<file path="config.mk">
export PLATFORM = sky130hd
export DESIGN_NAME = fetch_unit_flat
export DESIGN_NICKNAME = d
export VERILOG_FILES = /design/src/rtl/fetch_unit_if.sv /design/src/rtl/fetch_unit.sv /design/src/flat_wrapper.sv
export SDC_FILE = /design/constraint.sdc
export NUM_CORES = 1
export LEC_CHECK = 0
export CAP_MARGIN = 20
export CORE_MARGIN = 5
export CORE_UTILIZATION = 41
export DETAILED_ROUTE_END_ITERATION = 12
export PLACE_DENSITY_LB_ADDON = 0.08
export RECOVER_POWER = 100
export SYNTH_ARGS = -nofsm -noshare
export SYNTH_HDL_FRONTEND = slang
export SYNTH_SLANG_ARGS = --single-unit
</file>
<file path="constraint.sdc">
create_clock -name Clock -period 1.73 [get_ports Clock]
set_input_delay 0.346 -clock Clock [delete_from_list [all_inputs] [get_ports Clock]]
set_output_delay 0.346 -clock Clock [all_outputs]
set_load 0.02 [all_outputs]
</file>
<file path="src/rtl/fetch_unit_if.sv">
// rtl/fetch_unit_if.sv - fetch stage bus: memory address/data, pipeline control and IF/ID latch
interface fetch_unit_if;
  logic [15:0] PC;
  logic [15:0] Instruction;
  logic        Stall;
  logic        Redirect;
  logic [15:0] RedirectTarget;
  logic [15:0] IR;
  logic [15:0] IR_PC;
  logic        IR_Valid;
  logic        Halted;
  logic [15:0] FetchCount;

  modport master (
    output PC, IR, IR_PC, IR_Valid, Halted, FetchCount,
    input  Instruction, Stall, Redirect, RedirectTarget
  );

  modport slave (
    input  PC, IR, IR_PC, IR_Valid, Halted, FetchCount,
    output Instruction, Stall, Redirect, RedirectTarget
  );
endinterface

</file>
<file path="src/rtl/fetch_unit.sv">
// rtl/fetch_unit.sv - instruction fetch: PC, IF/ID latch, stall/redirect/flush, halt and fetch counter
module fetch_unit #(
  parameter logic [15:0] RESET_PC  = 16'h0000,
  parameter logic [15:0] PC_STEP   = 16'd1,
  parameter logic [15:0] HALT_WORD = 16'hFFFF
) (
  input  logic         Clock,
  input  logic         Reset,
  fetch_unit_if.master bus
);

  typedef enum logic {S_RUN, S_HALT} state_t;

  state_t      state;
  logic [15:0] pc;
  logic [15:0] ir;
  logic [15:0] ir_pc;
  logic        ir_valid;
  logic [15:0] fetch_count;

  // Redirect outranks halt and stall so a taken branch always escapes HALT.
  always_ff @(posedge Clock or negedge Reset) begin
    if (!Reset) begin
      state       <= S_RUN;
      pc          <= RESET_PC;
      ir          <= 16'h0000;
      ir_pc       <= 16'h0000;
      ir_valid    <= 1'b0;
      fetch_count <= 16'h0000;
    end else if (bus.Redirect) begin
      state    <= S_RUN;
      pc       <= bus.RedirectTarget;
      ir       <= 16'h0000;
      ir_valid <= 1'b0;
    end else if (state == S_HALT) begin
      ir_valid <= 1'b0;
    end else if (!bus.Stall) begin
      ir          <= bus.Instruction;
      ir_pc       <= pc;
      ir_valid    <= 1'b1;
      pc          <= pc + PC_STEP;
      fetch_count <= fetch_count + 16'd1;
      if (bus.Instruction == HALT_WORD) begin
        state <= S_HALT;
      end
    end
  end

  assign bus.PC         = pc;
  assign bus.IR         = ir;
  assign bus.IR_PC      = ir_pc;
  assign bus.IR_Valid   = ir_valid;
  assign bus.Halted     = (state == S_HALT);
  assign bus.FetchCount = fetch_count;

endmodule

</file>
<file path="src/flat_wrapper.sv">
// flat-port wrapper written by rule: the top's interface ports become plain ports
module fetch_unit_flat 
#(
  parameter logic [15:0] RESET_PC  = 16'h0000,
  parameter logic [15:0] PC_STEP   = 16'd1,
  parameter logic [15:0] HALT_WORD = 16'hFFFF
)
  (Clock, Reset, bus_PC, bus_IR, bus_IR_PC, bus_IR_Valid, bus_Halted, bus_FetchCount, bus_Instruction, bus_Stall, bus_Redirect, bus_RedirectTarget);
  fetch_unit_if bus_i ();
  input  logic Clock;
  input  logic Reset;
  output wire logic [$bits(bus_i.PC)-1:0] bus_PC;
  output wire logic [$bits(bus_i.IR)-1:0] bus_IR;
  output wire logic [$bits(bus_i.IR_PC)-1:0] bus_IR_PC;
  output wire logic [$bits(bus_i.IR_Valid)-1:0] bus_IR_Valid;
  output wire logic [$bits(bus_i.Halted)-1:0] bus_Halted;
  output wire logic [$bits(bus_i.FetchCount)-1:0] bus_FetchCount;
  input wire logic [$bits(bus_i.Instruction)-1:0] bus_Instruction;
  input wire logic [$bits(bus_i.Stall)-1:0] bus_Stall;
  input wire logic [$bits(bus_i.Redirect)-1:0] bus_Redirect;
  input wire logic [$bits(bus_i.RedirectTarget)-1:0] bus_RedirectTarget;
  assign bus_PC = bus_i.PC;
  assign bus_IR = bus_i.IR;
  assign bus_IR_PC = bus_i.IR_PC;
  assign bus_IR_Valid = bus_i.IR_Valid;
  assign bus_Halted = bus_i.Halted;
  assign bus_FetchCount = bus_i.FetchCount;
  assign bus_i.Instruction = bus_Instruction;
  assign bus_i.Stall = bus_Stall;
  assign bus_i.Redirect = bus_Redirect;
  assign bus_i.RedirectTarget = bus_RedirectTarget;
  fetch_unit #(.RESET_PC(RESET_PC), .PC_STEP(PC_STEP), .HALT_WORD(HALT_WORD)) u_core (.Clock(Clock), .Reset(Reset), .bus(bus_i));
endmodule
</file>
# After elaboration in Yosys (flattened, before gate mapping)
# Index checks and enable logic that the tools add are counted.
# W data, S select, Z words.
# totals
regBits	66
# op_classes
n_addsub	2
n_eq_ne	4
mux	13
bitwise_logic	3
n_reduce_logical	2
# ops
cell	n
$mux W16	6
$add A16 B1 Y16 const B	2
$eq A16 B16 Y1 const B	1
$mux W1	7
$ne A3 B1 Y1 const B	1
$not A1 Y1	3
$reduce_and A3 Y1	1
$ne A2 B1 Y1 const B	1
$ne A2 B2 Y1 const B	1
$reduce_and A2 Y1	1

# Logic depth before layout (Yosys ltp)
# Gate-level depths: netlist of run 1.
# depth
depth_word	5
ltp_mapped	5
mapped_depth_nobuf	5

# Worst setup path after synthesis of run 1
# OpenSTA, ideal clock, no wires.
# synth_timing
path_type	register -> register
from	reg u_core.pc[6] (netlist: u_core.bus.PC[6])
to	reg u_core.pc[15] (netlist: u_core.bus.PC[15])
t_arrival_ns	1.704
slack_ns	-0.056
path_stages_with_launch	5
synth_period_minus_slack_ns	1.786
path_cell_list	dfrtp_1 > nand4_4 > or4_1 > or3_1 > a31oi_1
# synth_between
elab_chain_len	4
# synth_lines
item	line_no	rtl
start: declaration	fetch_unit.sv:15	logic [15:0] pc;
start signal: assignment	fetch_unit.sv:32	pc <= bus.RedirectTarget;
start signal: assignment	fetch_unit.sv:41	pc <= pc + PC_STEP;
$add A16 B1 Y16	fetch_unit.sv:41	
$mux W16	fetch_unit.sv:37	end else if (!bus.Stall) begin
$mux W16	fetch_unit.sv:35	end else if (state == S_HALT) begin
$mux W16	fetch_unit.sv:30	end else if (bus.Redirect) begin
# No other way between the ends. The select of a mux whose other input is x is not followed.
# A chain may end at the register's enable or synchronous reset.

# Worst setup path after layout of run 1
# layout_timing
from	reg u_core.state (netlist: u_core.bus.Halted)
to	reg u_core.pc[15] (netlist: u_core.bus.PC[15])
# layout_between
elab_chain_len	2
# layout_lines
item	line_no	rtl
start: declaration	fetch_unit.sv:14	state_t state;
start signal: assignment	fetch_unit.sv:24	state <= S_RUN;
start signal: assignment	fetch_unit.sv:31	state <= S_RUN;
start signal: assignment	fetch_unit.sv:44	state <= S_HALT;
$ne A2 B2 Y1 (no source line)	n/a	
$reduce_and A2 Y1 (no source line)	n/a	
# No other way between the ends.

==> impl_metrics.toml, run 1 <==
[run_status]
status = "finished, final reports clean"

[setup_path]
end_kind = "flip-flop"
crit_fanout = 6
worst-setup-path-type = "reg2reg"
cp-start-kind = "flip-flop"
crit_required_ps = 1990
r2r-end = "u_core.bus.PC[15]"
r2r-start = "u_core.bus.Halted"
r2r_slack_ps = 40
reg2reg_depth = 4
crit_arrival_ps = 1960

[flow_run]
maxCapViolCount = 0

[floorplanning]
die_area_mm2 = 0.00893
row_count = 30
die_h_um = 94.5
start_util_pct = 42.6
io_pins = 102
coreArea_mm2 = 0.00687
die_x_um = 94.5

[clocking]
htree_levels = 3
clock_sinks = 66
numCtsBuffers = 9
hold_buffers = 0
root_buffer = "clkbuf_8"
insertion_delay_ps = 340
cts.clk_slew.worst_paths_ps = 70
cts_tree = "yes"
cts_buffer_depth = 2

[grt]
grt_max_degree = 67
grt_pass1_wl_um = 13100
antenna_found_initial = 0
grt_usage_pct = 19.0
grt_pass1_vias = 2718
gr-total-overflow = 0

[synth]
syn-num-nets = 346
yosys_warnings = 0
synth_seq_cells = 66
postSynthCellCount = 308
synth_area_per_cell_um2 = 9.51
synth_cell_type_count = 36
yosysSeqAreaShare_pct = 56.4
synth_area_mm2 = 0.00293

[power_and_ir_drop]
pwr-share-clk_pct = 30.1
p_int_mw = 2.85
peakVddDrop_uv = 414
swShare_pct = 31.4
p_leak_nw = 2.09
switchingPower_mw = 1.30
power.share.sequential_pct = 45.5
power_frac_comb_pct = 24.4
powerDensity_mw_per_mm2 = 939

[hold_path]
hold_start = "bus_Redirect"
hp-class = "in2reg"
holdPathStages = 5
hold_end = "u_core.bus.FetchCount[1]"

[finish]
syn2layout_area_growth_pct = 51.0
drive_above_1_share_pct = 14.3
post_layout_nonfiller_instances = 538
fin_nets = 475
num_antenna_cells = 0

[timing]
clock_skew_ps = 8.03
setup_viol = 0
drv_slew = 0
fmax_ghz = 0.590
worst_slew_pin_slew_ps = 1470
final.setup.worst_slack_ps = 35.3
rsz0062_at_grt = "yes"
hold_viol_final = 0
final.period_utilization_pct = 98.0
period_needed_ps = 1690
maxSlewHeadroom_pct = 2.29

[place]
place_ws_ps = -467
place_inst = 520
routabilityCongestion = 0.780
portBuffers = 101
dpl.hpwl_um = 5740

[route]
vias_per_cell = 4.97
dr.pass1.iters = 4
ant_nets = 0
vias = 2673
drt_wl_total_um = 7800
drc_errors = 0
drt_iter0_drc = 94
wl_per_cell_um = 14.5
==> metrics by stage <==
stage          setup TNS, ps  instance area, µm²  power [mW]  util [%]  hold WS, ps
2_1_floorplan              0                2930        2.37         -         50.4
6_report                   0                4420        4.15      64.4          421
3_5_place_dp           -9850                4240        3.01      61.7          395
5_1_grt                 -126                4420        4.39      64.4          450
4_1_cts                    0                4400        4.19      64.0         25.7
3_3_place_gp           -8030                4240        2.98      61.7          393
==> synth_stat cells <==
cell type	number	area (µm²)
nor4_4	1	21.3
buf_1	4	15.0
nor3_1	8	40.0
nand2_1	103	387
a311oi_1	1	8.76
ha_1	2	25.0
dfrtp_1	66	1650
nor2_1	7	26.3
xor2_1	8	70.1
and3_1	1	6.26
or3_2	1	7.51
a31oi_1	1	6.26
nand4_1	9	56.3
nand4bb_1	1	11.3
buf_2	2	10.0
a32oi_1	1	8.76
mux2i_1	1	10.0
o21ai_0	16	80.1
a21oi_1	16	80.1
o211ai_1	1	7.51
or3_1	2	12.5
a41oi_1	1	8.76
or2_2	2	12.5
o311ai_0	1	8.76
xnor2_1	18	158
or3b_1	1	8.76
clkbuf_1	9	33.8
and4_1	2	17.5
nand3_1	5	25.0
a211o_1	1	8.76
nand4_4	1	21.3
inv_1	6	22.5
nor4_1	6	37.5
a211oi_1	1	7.51
or4_1	1	7.51
nand4b_1	1	8.76
==> how the worst max path moves through the flow <==
stage	end	startpoint	slack (ps)
5_1_grt	u_core.bus.PC[15]	u_core.bus.Halted	-60
4_1_cts	bus_PC[15]	u_core.bus.PC[15]	4
2_1_floorplan	u_core.bus.FetchCount[12]	u_core.bus.Halted	6
3_3_place_gp	u_core.bus.FetchCount[15]	bus_Stall	-420
6_report	u_core.bus.PC[15]	u_core.bus.Halted	40
3_5_place_dp	u_core.bus.FetchCount[15]	bus_Stall	-470
==> cell families (layout without fill, tap and decap cells) <==
group / count (synthesis) / in the layout / share of synthesized area (%)
AOI/OAI and AO/OA: 40 / 40 / 7.69
buffers and inverters: 21 / 155 / 2.78
and+or+nand+nor: 152 / 152 / 24.1
muxes: 1 / 1 / 0.342
DFF: 66 / 66 / 56.4
adders and majority gates: 2 / 2 / 0.855
xor gates and xnor gates: 26 / 26 / 7.78
==> repair_timing <==
item	CTS	global route
pin swaps	1	3
setup endpoints to repair	35	14
resized for setup	29	10
setup buffers	0	2
==> layer usage <==
layer | vias up | share of wire [%] | global-route usage (%) | wire length, µm
met2 | 95 | 43 | 28.1 | 3390
met4 | 0 | 1.5 | 7.21 | 116
met3 | 12 | 8.2 | 6.37 | 642
met5 | - | 0 | 0 | 0
li1 | 1294 | - | - | -
met1 | 1272 | 47 | 26.0 | 3650
==> registers in the layout, indices dropped and copies added (netlist names) <==
register,count
u_core.bus.Halted,1
u_core.bus.FetchCount,16
u_core.bus.IR_PC,16
u_core.bus.IR_Valid,1
u_core.bus.IR,16
u_core.bus.PC,16
==> final cells by class <==
cell class,instances,area (µm²)
Fill cell,607,2450
Multi-Input combinational cell,221,1220
Clock inverter,5,55.1
Timing Repair Buffer,133,1220
Inverter,6,22.5
Sequential cell,66,1660
Tap cell,96,120
Clock buffer,11,131
==> worst max-delay path, stage by stage, from the launching register on <==
cell     delay, ps
dfrtp_2        440
or3b_1         340
or4_1          410
or3_1          320
a31oi_1        120
==> layout by cell type, fill, tap and decap left out, drive strengths merged, types with 2 or more instances in the layout <==
cell,count
ha,2
buf,34
nand2,103
nor3,8
inv,6
nand3,5
xor2,8
dlygate4sd2,28
or2,2
clkdlybuf4s50,65
nor2,7
nor4,7
dfrtp,66
clkinv,2
a21oi,16
clkbuf,11
o21ai,16
nand4,10
clkinvlp,2
and4,2
xnor2,18
dlymetal6s2s,6
or3,3
==> power groups by stage <==
stage | Sequential, mW | Combinational, mW | Clock [mW]
floorplan | 2.11 | 0.261 | 0
global placement | 1.92 | 1.07 | 0
detailed placement | 1.92 | 1.08 | 0
CTS | 1.89 | 1.02 | 1.28
global route | 1.92 | 1.11 | 1.35
finish | 1.89 | 1.01 | 1.25
No activity file was read; power rests on OpenSTA's default activity.
==> inputs of run 2 (changes only) <==
Settings changed: CORE_ASPECT_RATIO set to 1.1.
==> impl_metrics.toml, run 2 (synthesis results as in run 1) <==
[clocking]
cts.clk_slew.worst_paths_ps = 70
insertion_delay_ps = 350
cts_buffer_depth = 2
root_buffer = "clkbuf_8"
numCtsBuffers = 9
hold_buffers = 0
cts_tree = "yes"
clock_sinks = 66
htree_levels = 3

[setup_path]
worst-setup-path-type = "reg2reg"
crit_arrival_ps = 1980
crit_required_ps = 1990
cpLargestDelayFamily = "simple AND/OR/NAND/NOR gates"
critPathBufInv = 0
cp-start-kind = "flip-flop"
slowest_stage = "dfrtp_2"
end_kind = "flip-flop"
cp_cell_sequence = "or3b_1 > or4_1 > or3_1 > a31oi_1"
crit_fanout = 4
cp_slowest_stage_delay_ps = 430

[grt]
grt_usage_pct = 18.2
antenna_found_initial = 1
grt_pass1_wl_um = 13100
gr-total-overflow = 0
grt_max_degree = 67
grt_pass1_vias = 2703

[timing]
final.period_utilization_pct = 98.9
worst_slew_pin_slew_ps = 1450
maxSlewHeadroom_pct = 3.23
tns_ps = 0
drv_slew = 0
whs_ps = 443
fmax_ghz = 0.584
setup_viol = 0
clock_skew_ps = 6.59
period_needed_ps = 1710
rsz0062_at_grt = "yes"
hold_viol_final = 0

[route]
drt_wl_total_um = 8050
dr.pass1.iters = 4
ant_nets = 0
vias = 2652
drc_errors = 0
drt_iter0_drc = 82
vias_per_cell = 5.04
wl_per_cell_um = 15.3

[floorplanning]
die_x_um = 90.6
row_count = 32
die_area_mm2 = 0.00893
start_util_pct = 41.8
io_pins = 102
coreArea_mm2 = 0.00701
die_h_um = 98.6

[power_and_ir_drop]
total_power_mw = 4.14
powerDensity_mw_per_mm2 = 953
peakVddDrop_uv = 501
p_leak_nw = 1.96

[finish]
fin_nets = 473
final_cell_mix = "nand2_1 (103), clkdlybuf4s50_1 (65), dfrtp_1 (59)"
syn2layout_area_growth_pct = 48.5
drive_above_1_share_pct = 13.4
final_common_cell = "nand2_1"
design_area_mm2 = 0.00435

[run_status]
status = "finished, final reports clean"

[hold_path]
hp-class = "in2async"

[place]
routabilityCongestion = 0.772
place_area_mm2 = 0.00422
dpl.hpwl_um = 5910
portBuffers = 101

[flow_run]
maxCapViolCount = 0
## run 2: timing repair
action | 4_1_cts | 5_1_grt
setup endpoints to repair | 32 | 9
pin swaps | 1 | 0
buffers inserted | 0 | 1
hold endpoints to repair | 0 | 0
resized for setup | 29 | 13
## run 2: report_power, final
group	total, mW	internal [mW]	switching, mW
registers	1.90	1.72	0.188
clock network	1.26	0.661	0.595
logic	0.983	0.452	0.531
total	4.14	2.83	1.31
## run 2: path summary, 6_finish.rpt
kind,start,endpoint,slack [ps],depth (start not counted)
setup reg to reg,u_core.bus.Halted,u_core.bus.PC[15],20,4
min in group Clock,u_core.bus.FetchCount[15],u_core.bus.FetchCount[15],470,1
max in group asynchronous,Reset,u_core.bus.PC[5],310,2
hold / removal,Reset,u_core.bus.FetchCount[14],440,2
hold reg to reg,u_core.bus.FetchCount[15],u_core.bus.FetchCount[15],470,1
setup / recovery,u_core.bus.Halted,u_core.bus.PC[15],20,4
## run 2: worst register-to-register path, cell delays in order (launching register included)
cell     delay [ps]
dfrtp_2         430
or3b_1          340
or4_1           420
or3_1           320
a31oi_1         130
## run 2: layout make-up
cell class	count	area, µm²
fillers	616	2660
flip-flops and latches	66	1660
multi-input cells	221	1230
repair buffers	131	1140
clock buffers	11	131
well taps	85	106
clock inverters	5	55.1
inverters	6	22.5
diodes	1	2.50
## run 2: layer usage
layer	vias up	track usage, %	wire length (µm)
li1	1298	-	-
met3	13	3.89	410
met1	1272	22.4	3490
met4	0	7.56	146
met5	-	0	0
met2	69	30.9	4000
## run 2: metrics by stage
stage               worst slack [ps]  utilization (%)  instances
CTS                             5.31             62.4        524
global placement                -367             60.2        508
floorplan                       5.54                -        308
global route                   -51.7             62.1        526
detailed placement              -424             60.2        508
finish                          18.3             62.1        526
==> inputs of run 3 (changes only) <==
Settings changed: CORE_UTILIZATION 41 to 55, DONT_BUFFER_PORTS set to 1.
==> impl_metrics.toml, run 3 (synthesis results as in run 1) <==
[run_status]
status = "complete, but fails checks"
violations = "hold timing"

[grt]
grt_pass1_wl_um = 11300
grt_pass1_vias = 2252
gr-total-overflow = 0
grt_usage_pct = 21.1
antenna_found_initial = 0
grt_max_degree = 67

[power_and_ir_drop]
switchingPower_mw = 1.17
peakVddDrop_uv = 582
p_int_mw = 2.52
p_leak_nw = 1.58
pwr-share-clk_pct = 29.8
power.share.sequential_pct = 53.7
swShare_pct = 31.7
powerDensity_mw_per_mm2 = 1080
power_frac_comb_pct = 16.5

[clocking]
cts_buffer_depth = 2
htree_levels = 3
cts_tree = "yes"
root_buffer = "clkbuf_8"
insertion_delay_ps = 340
clock_sinks = 66
cts.clk_slew.worst_paths_ps = 60
numCtsBuffers = 9

[timing]
rsz0062_at_grt = "yes"
whs_ps = -301
tns_ps = 0
final.setup.worst_slack_ps = 10.6
drv_slew = 0
worst_slew_pin_slew_ps = 382
fmax_ghz = 0.582
period_needed_ps = 1720
maxSlewHeadroom_pct = 74.3
final.period_utilization_pct = 99.4
setup_viol = 0
clock_skew_ps = 7.18
hold_viol_final = 66

[floorplanning]
die_x_um = 79.6
die_area_mm2 = 0.00688
row_count = 27
coreArea_mm2 = 0.00510
io_pins = 102
die_h_um = 86.5
start_util_pct = 57.4

[place]
routabilityCongestion = 0.787
portBuffers = 0
place_ws_ps = 25.5
place_area_mm2 = 0.00324
dpl.hpwl_um = 5060

[setup_path]
r2r-end = "u_core.bus.PC[15]"
worst-setup-path-type = "reg2reg"
crit_fanout = 6
crit_required_ps = 1990
crit_arrival_ps = 1980
cp-start-kind = "flip-flop"
r2r-start = "u_core.bus.Halted"
reg2reg_depth = 4
end_kind = "flip-flop"
r2r_slack_ps = 10

[route]
wl_per_cell_um = 16.6
dr.pass1.iters = 4
drt_iter0_drc = 123
drc_errors = 0
drt_wl_total_um = 6930
vias_per_cell = 5.43
ant_nets = 0
vias = 2269

[finish]
drive_above_1_share_pct = 18.5
final_common_cell = "nand2_1"
fin_nets = 379
final_cell_mix = "nand2_1 (102), dfrtp_1 (61), buf_4 (37)"
design_area_mm2 = 0.00342
syn2layout_area_growth_pct = 16.9
num_antenna_cells = 0
fill_cells = 417

[flow_run]
maxCapViolCount = 0

[hold_path]
hp-class = "in2async"
run 3: stage by stage:
stage / std cells / utilization [%] / power, mW
after floorplan: 308 / - / 2.37
after global placement: 401 / 63.5 / 2.60
after detailed placement: 401 / 63.5 / 2.62
after CTS: 417 / 66.7 / 3.72
after global routing: 418 / 67.1 / 3.88
final: 418 / 67.1 / 3.69
run 3: layer usage:
metal,vias up,track usage (%),part of all wire [%]
met3,11,6.03,9.4
met2,72,34.0,49
met4,0,9.38,1.9
li1,1104,-,-
met1,1082,26.5,40
met5,-,0,0
run 3: worst max-delay path by stage:
| stage | start | to | cells after the start |
|---|---|---|---|
| finish | u_core.bus.Halted | u_core.bus.PC[15] | 4 |
| global route | u_core.bus.Halted | u_core.bus.PC[15] | 4 |
| CTS | u_core.bus.Halted | u_core.bus.PC[15] | 4 |
| detailed placement | u_core.bus.Halted | u_core.bus.PC[15] | 4 |
| global placement | u_core.bus.Halted | u_core.bus.PC[15] | 4 |
| floorplan | u_core.bus.Halted | u_core.bus.FetchCount[12] | 5 |
run 3: power groups by stage:
| stage | registers (mW) | clock network (mW) | logic [mW] |
|---|---|---|---|
| CTS | 1.98 | 1.13 | 0.611 |
| global placement | 2.00 | 0 | 0.594 |
| floorplan | 2.11 | 0 | 0.261 |
| finish | 1.98 | 1.10 | 0.608 |
| global route | 2.00 | 1.20 | 0.676 |
| detailed placement | 2.01 | 0 | 0.607 |
run 3: timing repair:
action,in CTS,in global routing
hold endpoints to repair,66,66
endpoints found under the setup margin,0,8
gates resized for setup,0,4
setup buffers,0,1
run 3: cell type report:
cell class                 instances  area, µm²  share of cell area, %
clock buffer                      13        149                   4.35
clock inverter                     3       15.0                  0.439
inverter                           6       22.5                  0.658
multi-input combinational        221       1210                   35.4
sequential                        66       1660                   48.4
tap                               72       90.1                   2.63
timing repair buffer              37        278                   8.11
run 3: critical path, cell delays in order, from the launching register on:
cell and delay, ps:
dfrtp_2 430, or3b_1 360, or4_1 420, or3_1 310
a31oi_1 120
==> RTL change 1, RTL diff (flow settings as in run 1) <==
Reset style: synchronous (`Reset`), changed in one clocked block.
--- a/src/rtl/fetch_unit.sv
+++ b/src/rtl/fetch_unit.sv
@@ -19,7 +19,7 @@
   logic [15:0] fetch_count;
 
   // Redirect outranks halt and stall so a taken branch always escapes HALT.
-  always_ff @(posedge Clock or negedge Reset) begin
+  always_ff @(posedge Clock) begin
     if (!Reset) begin
       state       <= S_RUN;
       pc          <= RESET_PC;
Formal check against the unedited RTL: differs if Reset is asserted again (counterexample within 4 cycles, from zero or initial values and one cycle with Reset low); with Reset held inactive, the same outputs for 10 cycles.
==> RTL change 1 against run 1 <==
Worst setup slack worse by 0.084 ns. The run now ends with negative setup slack left. Highest routed layer unchanged. Area after synthesis shrank 7.0%. Critical endpoint is now u_core.bus.FetchCount[14]. Wire length down 1.8%. Design area decreased by 2.4%. Sequential cell count did not move. Utilization up 2.8 points. Critical path depth grew 1.
Power is not compared: it rests on default switching activity, and its combinational part moved more than twofold at a synthesized area within 25%.
==> RTL change 1: results (changes against run 1) <==
[drt]
routedLengthMet1_um=3460  ; -5.3%
vias=2775  ; +3.8%
wl_um=7660  ; -1.8%
wl_met3_um=512  ; -20%
drt_iter0_markers=82  ; -13%
wl_met2_um=3600  ; +6.2%

[global_routing]
grt_usage=0.181  ; -0.00892
grt-busiest-layer=met2
first_global_vias=2619  ; -3.6%
grt_use_met3=0.0512  ; -0.0125
grt_pass1_wl_um=12400  ; -5.3%
gr-usage-met2=0.290  ; +0.00898
met1_usage=0.232  ; -0.0274
grt_max_degree=24  ; -64%

[sta]
worst_pin_slew_ns=0.590  ; -0.876 ns
tns_ns=-0.0492  ; -0.0492 ns
skew_ns=0.0118  ; +0.00376 ns
setup_ws_ns=-0.0492  ; -0.0845 ns
hold_ws_ns=0.456  ; +0.0350 ns
setup_viol=1  ; +1

[setup_path]
r2r-start=u_core.bus.FetchCount[1]
rr_endpoint=u_core.bus.FetchCount[14]
crit_fanout=3  ; -3
critPathArrivalTime_ns=2.05  ; +0.09 ns
slowest_stage=or4b_4
r2r_cells=5  ; +1

[synthesis]
synth_commonest_cells=nand2_1, dfxtp_1, a21oi_1
synth_async_sr_flop_share=0  ; -1.00
synth_nets=371  ; +7.2%
synth_compound_area_frac=0.148  ; +0.0706
synth_area_leaders=dfxtp_1, nand2_1, a21oi_1, xnor2_1, xor2_1
synth.area.mux_share=0.00368  ; +0.000258
ys.flop_type=dfxtp_1
ys_seq_area_frac=0.485  ; -0.0788
synth_cell_types=38  ; +5.6%
synth_fa_ha_area_frac=0.00919  ; +0.000644
synthXorXnorAreaFrac=0.0708  ; -0.00701

[placement]
dpl.hpwl_um=5720  ; -0.32%
dpl_cell_area_um2=4140  ; -2.4%
place_ws_ns=-0.461  ; +0.00606 ns
gp_congestion=0.830  ; +6.4%

[layout]
nets=506  ; +6.5%
drive_gt1_frac=0.137  ; -0.00511
fillers=567  ; -6.6%
antenna_cells=0  ; unchanged

[min_path]
hold_path_end=u_core.bus.IR_PC[12]
min_from=u_core.bus.IR_PC[12]
whs_path_depth=2  ; -3
hold_path_class=reg -> reg

[run_status]
status=finished, violations left
violations=negative setup slack

[clock_network]
cts_max_path_buffers=2  ; unchanged
root_buffer=clkbuf_8
path_clk_slew_ns=0.07  ; about the same
cts_resized=30  ; +3.4%

[RTL change 1: stage by stage]
step	std cells	utilization
5_1_grt	550	0.672
3_5_place_dp	533	0.644
2_1_floorplan	333	-
3_3_place_gp	533	0.644
6_report	550	0.672
4_1_cts	549	0.676
[RTL change 1: power by group through the flow]
stage | sequential, W | clock, W | combinational, W
after floorplan | 0.00172 | 0 | 0.000147
after global placement | 0.00165 | 0 | 0.000506
after detailed placement | 0.00165 | 0 | 0.000509
after CTS | 0.00162 | 0.00150 | 0.000495
after global routing | 0.00162 | 0.00157 | 0.000522
final | 0.00162 | 0.00147 | 0.000481
[RTL change 1: area by class of cell]
| class | count | share of cell area |
|---|---|---|
| clock buffer | 10 | 0.0319 |
| sequential | 66 | 0.310 |
| clock inverter | 6 | 0.0206 |
| tap | 77 | 0.0223 |
| multi-input combinational | 242 | 0.320 |
| timing repair buffer | 141 | 0.289 |
| inverter | 8 | 0.00696 |
==> RTL change 2, RTL diff (settings of run 1) <==
Made on the original files. `HALT_WORD` is set to 16'hFFFF in 2 places; all go to 16'h8000.
--- a/src/rtl/fetch_unit.sv
+++ b/src/rtl/fetch_unit.sv
@@ -2,7 +2,7 @@
 module fetch_unit #(
   parameter logic [15:0] RESET_PC  = 16'h0000,
   parameter logic [15:0] PC_STEP   = 16'd1,
-  parameter logic [15:0] HALT_WORD = 16'hFFFF
+  parameter logic [15:0] HALT_WORD = 16'h8000
 ) (
   input  logic         Clock,
   input  logic         Reset,
--- a/src/flat_wrapper.sv
+++ b/src/flat_wrapper.sv
@@ -3,7 +3,7 @@
 #(
   parameter logic [15:0] RESET_PC  = 16'h0000,
   parameter logic [15:0] PC_STEP   = 16'd1,
-  parameter logic [15:0] HALT_WORD = 16'hFFFF
+  parameter logic [15:0] HALT_WORD = 16'h8000
 )
   (Clock, Reset, bus_PC, bus_IR, bus_IR_PC, bus_IR_Valid, bus_Halted, bus_FetchCount, bus_Instruction, bus_Stall, bus_Redirect, bus_RedirectTarget);
   fetch_unit_if bus_i ();
Behaviour: not the same (Yosys sat finds a counterexample within 4 cycles, from zero or initial values and one cycle with Reset low).
==> RTL change 2 against run 1 <==
Power grew 2.0%. Clock power shrank 4%. Final cell count shrank 5.6%. Wire length shrank 5.1%. Sequential cell count is the same. Worst setup slack lost 0.033 ns. Via count shrank 6.3%. Design area shrank 2.5%. Area after synthesis shrank 0.26%. Critical path type unchanged.
==> RTL change 2: results (changes against run 1) <==
[run_status]
status=complete, no violations

[sta]
hold_ws_ns=0.234  ; -0.186 ns
skew_ns=0.00872  ; +0.000695 ns
relSlewSlack=0.396  ; +0.373

[global_routing]
grt_usage=0.177  ; -0.0132
grt_pass1_wl_um=12200  ; -6.5%
grt_use_met3=0.0518  ; -0.0120

[setup_path]
critPathArrivalTime_ns=1.94  ; -0.02 ns
rr_endpoint=u_core.bus.PC[14]
crit_fanout=2  ; -4
cp_slowest_stage_delay_ns=0.42  ; -0.02 ns

[drt]
drt_iter0_markers=62  ; -34%
vias=2505  ; -6.3%
routedLengthMet1_um=3320  ; -9.0%
wl_met2_um=3460  ; +2.1%

[power_and_ir_drop]
comb_cell_power_w=0.00110  ; +9%
leakage_nw=1.87  ; -11%
irDropWorstVdd_v=0.000513  ; +24%
sw_frac_of_total=0.315  ; +0.000350
pg_clk_w=0.00120  ; -4%

[min_path]
hold_path_class=in -> async

[layout]
nets=445  ; -6.3%
multi_input_cells=197  ; -11%
buf_share=0.255  ; -0.0210
clockNetworkAreaShare=0.0424  ; +0.000219
clock_buffers=14  ; +3
seq_share=0.384  ; +0.00882
fillers=627  ; +3.3%
num-nonclk-inverters=4  ; -2
finalInstanceArea_um2=4310  ; -2.5%
multi_input_area_share=0.288  ; +0.0129

[synthesis]
synth_fa_ha_area_frac=0.00857  ; +0.0000220
synth_nets=320  ; -7.5%
synth.area.mux_share=0.0608  ; +0.0574
synth_compound_area_frac=0.0647  ; -0.0122
synth_area_leaders=dfrtp_1, nand2_1, xnor2_1, mux2_2, o21ai_0

[placement]
dpl.hpwl_um=5320  ; -7.3%
gp_congestion=0.735  ; -5.7%
place_ws_ns=-0.406  ; +0.0608 ns

## RTL change 2: repair_timing
item | CTS | global route
pin swaps | 1 | 0
gates resized for setup | 27 | 12
setup endpoints to repair | 30 | 13
## RTL change 2: worst max path at each step
stage	end	from	slack [ns]
after floorplan	u_core.bus.PC[14]	u_core.bus.PC[0]	-0.20
after global placement	u_core.bus.PC[14]	bus_Stall	-0.38
after detailed placement	u_core.bus.PC[14]	bus_Stall	-0.41
after CTS	u_core.bus.PC[14]	u_core.bus.PC[1]	0.0004
after global routing	u_core.bus.PC[14]	u_core.bus.PC[1]	-0.05
final	u_core.bus.PC[14]	u_core.bus.PC[1]	0.002
## RTL change 2: critical path, delay by kind of cell, from the launching register on
family / cells / cell delay (ns)
fa+ha+maj: 1 / 0.13
simple gates: 2 / 0.79
flops: 1 / 0.39
compound gates: 1 / 0.30
## RTL change 2: through the flow
step                instances   util
floorplan                 282      -
global placement          492  0.614
detailed placement        492  0.614
CTS                       508  0.637
global route              508  0.628
finish                    508  0.628
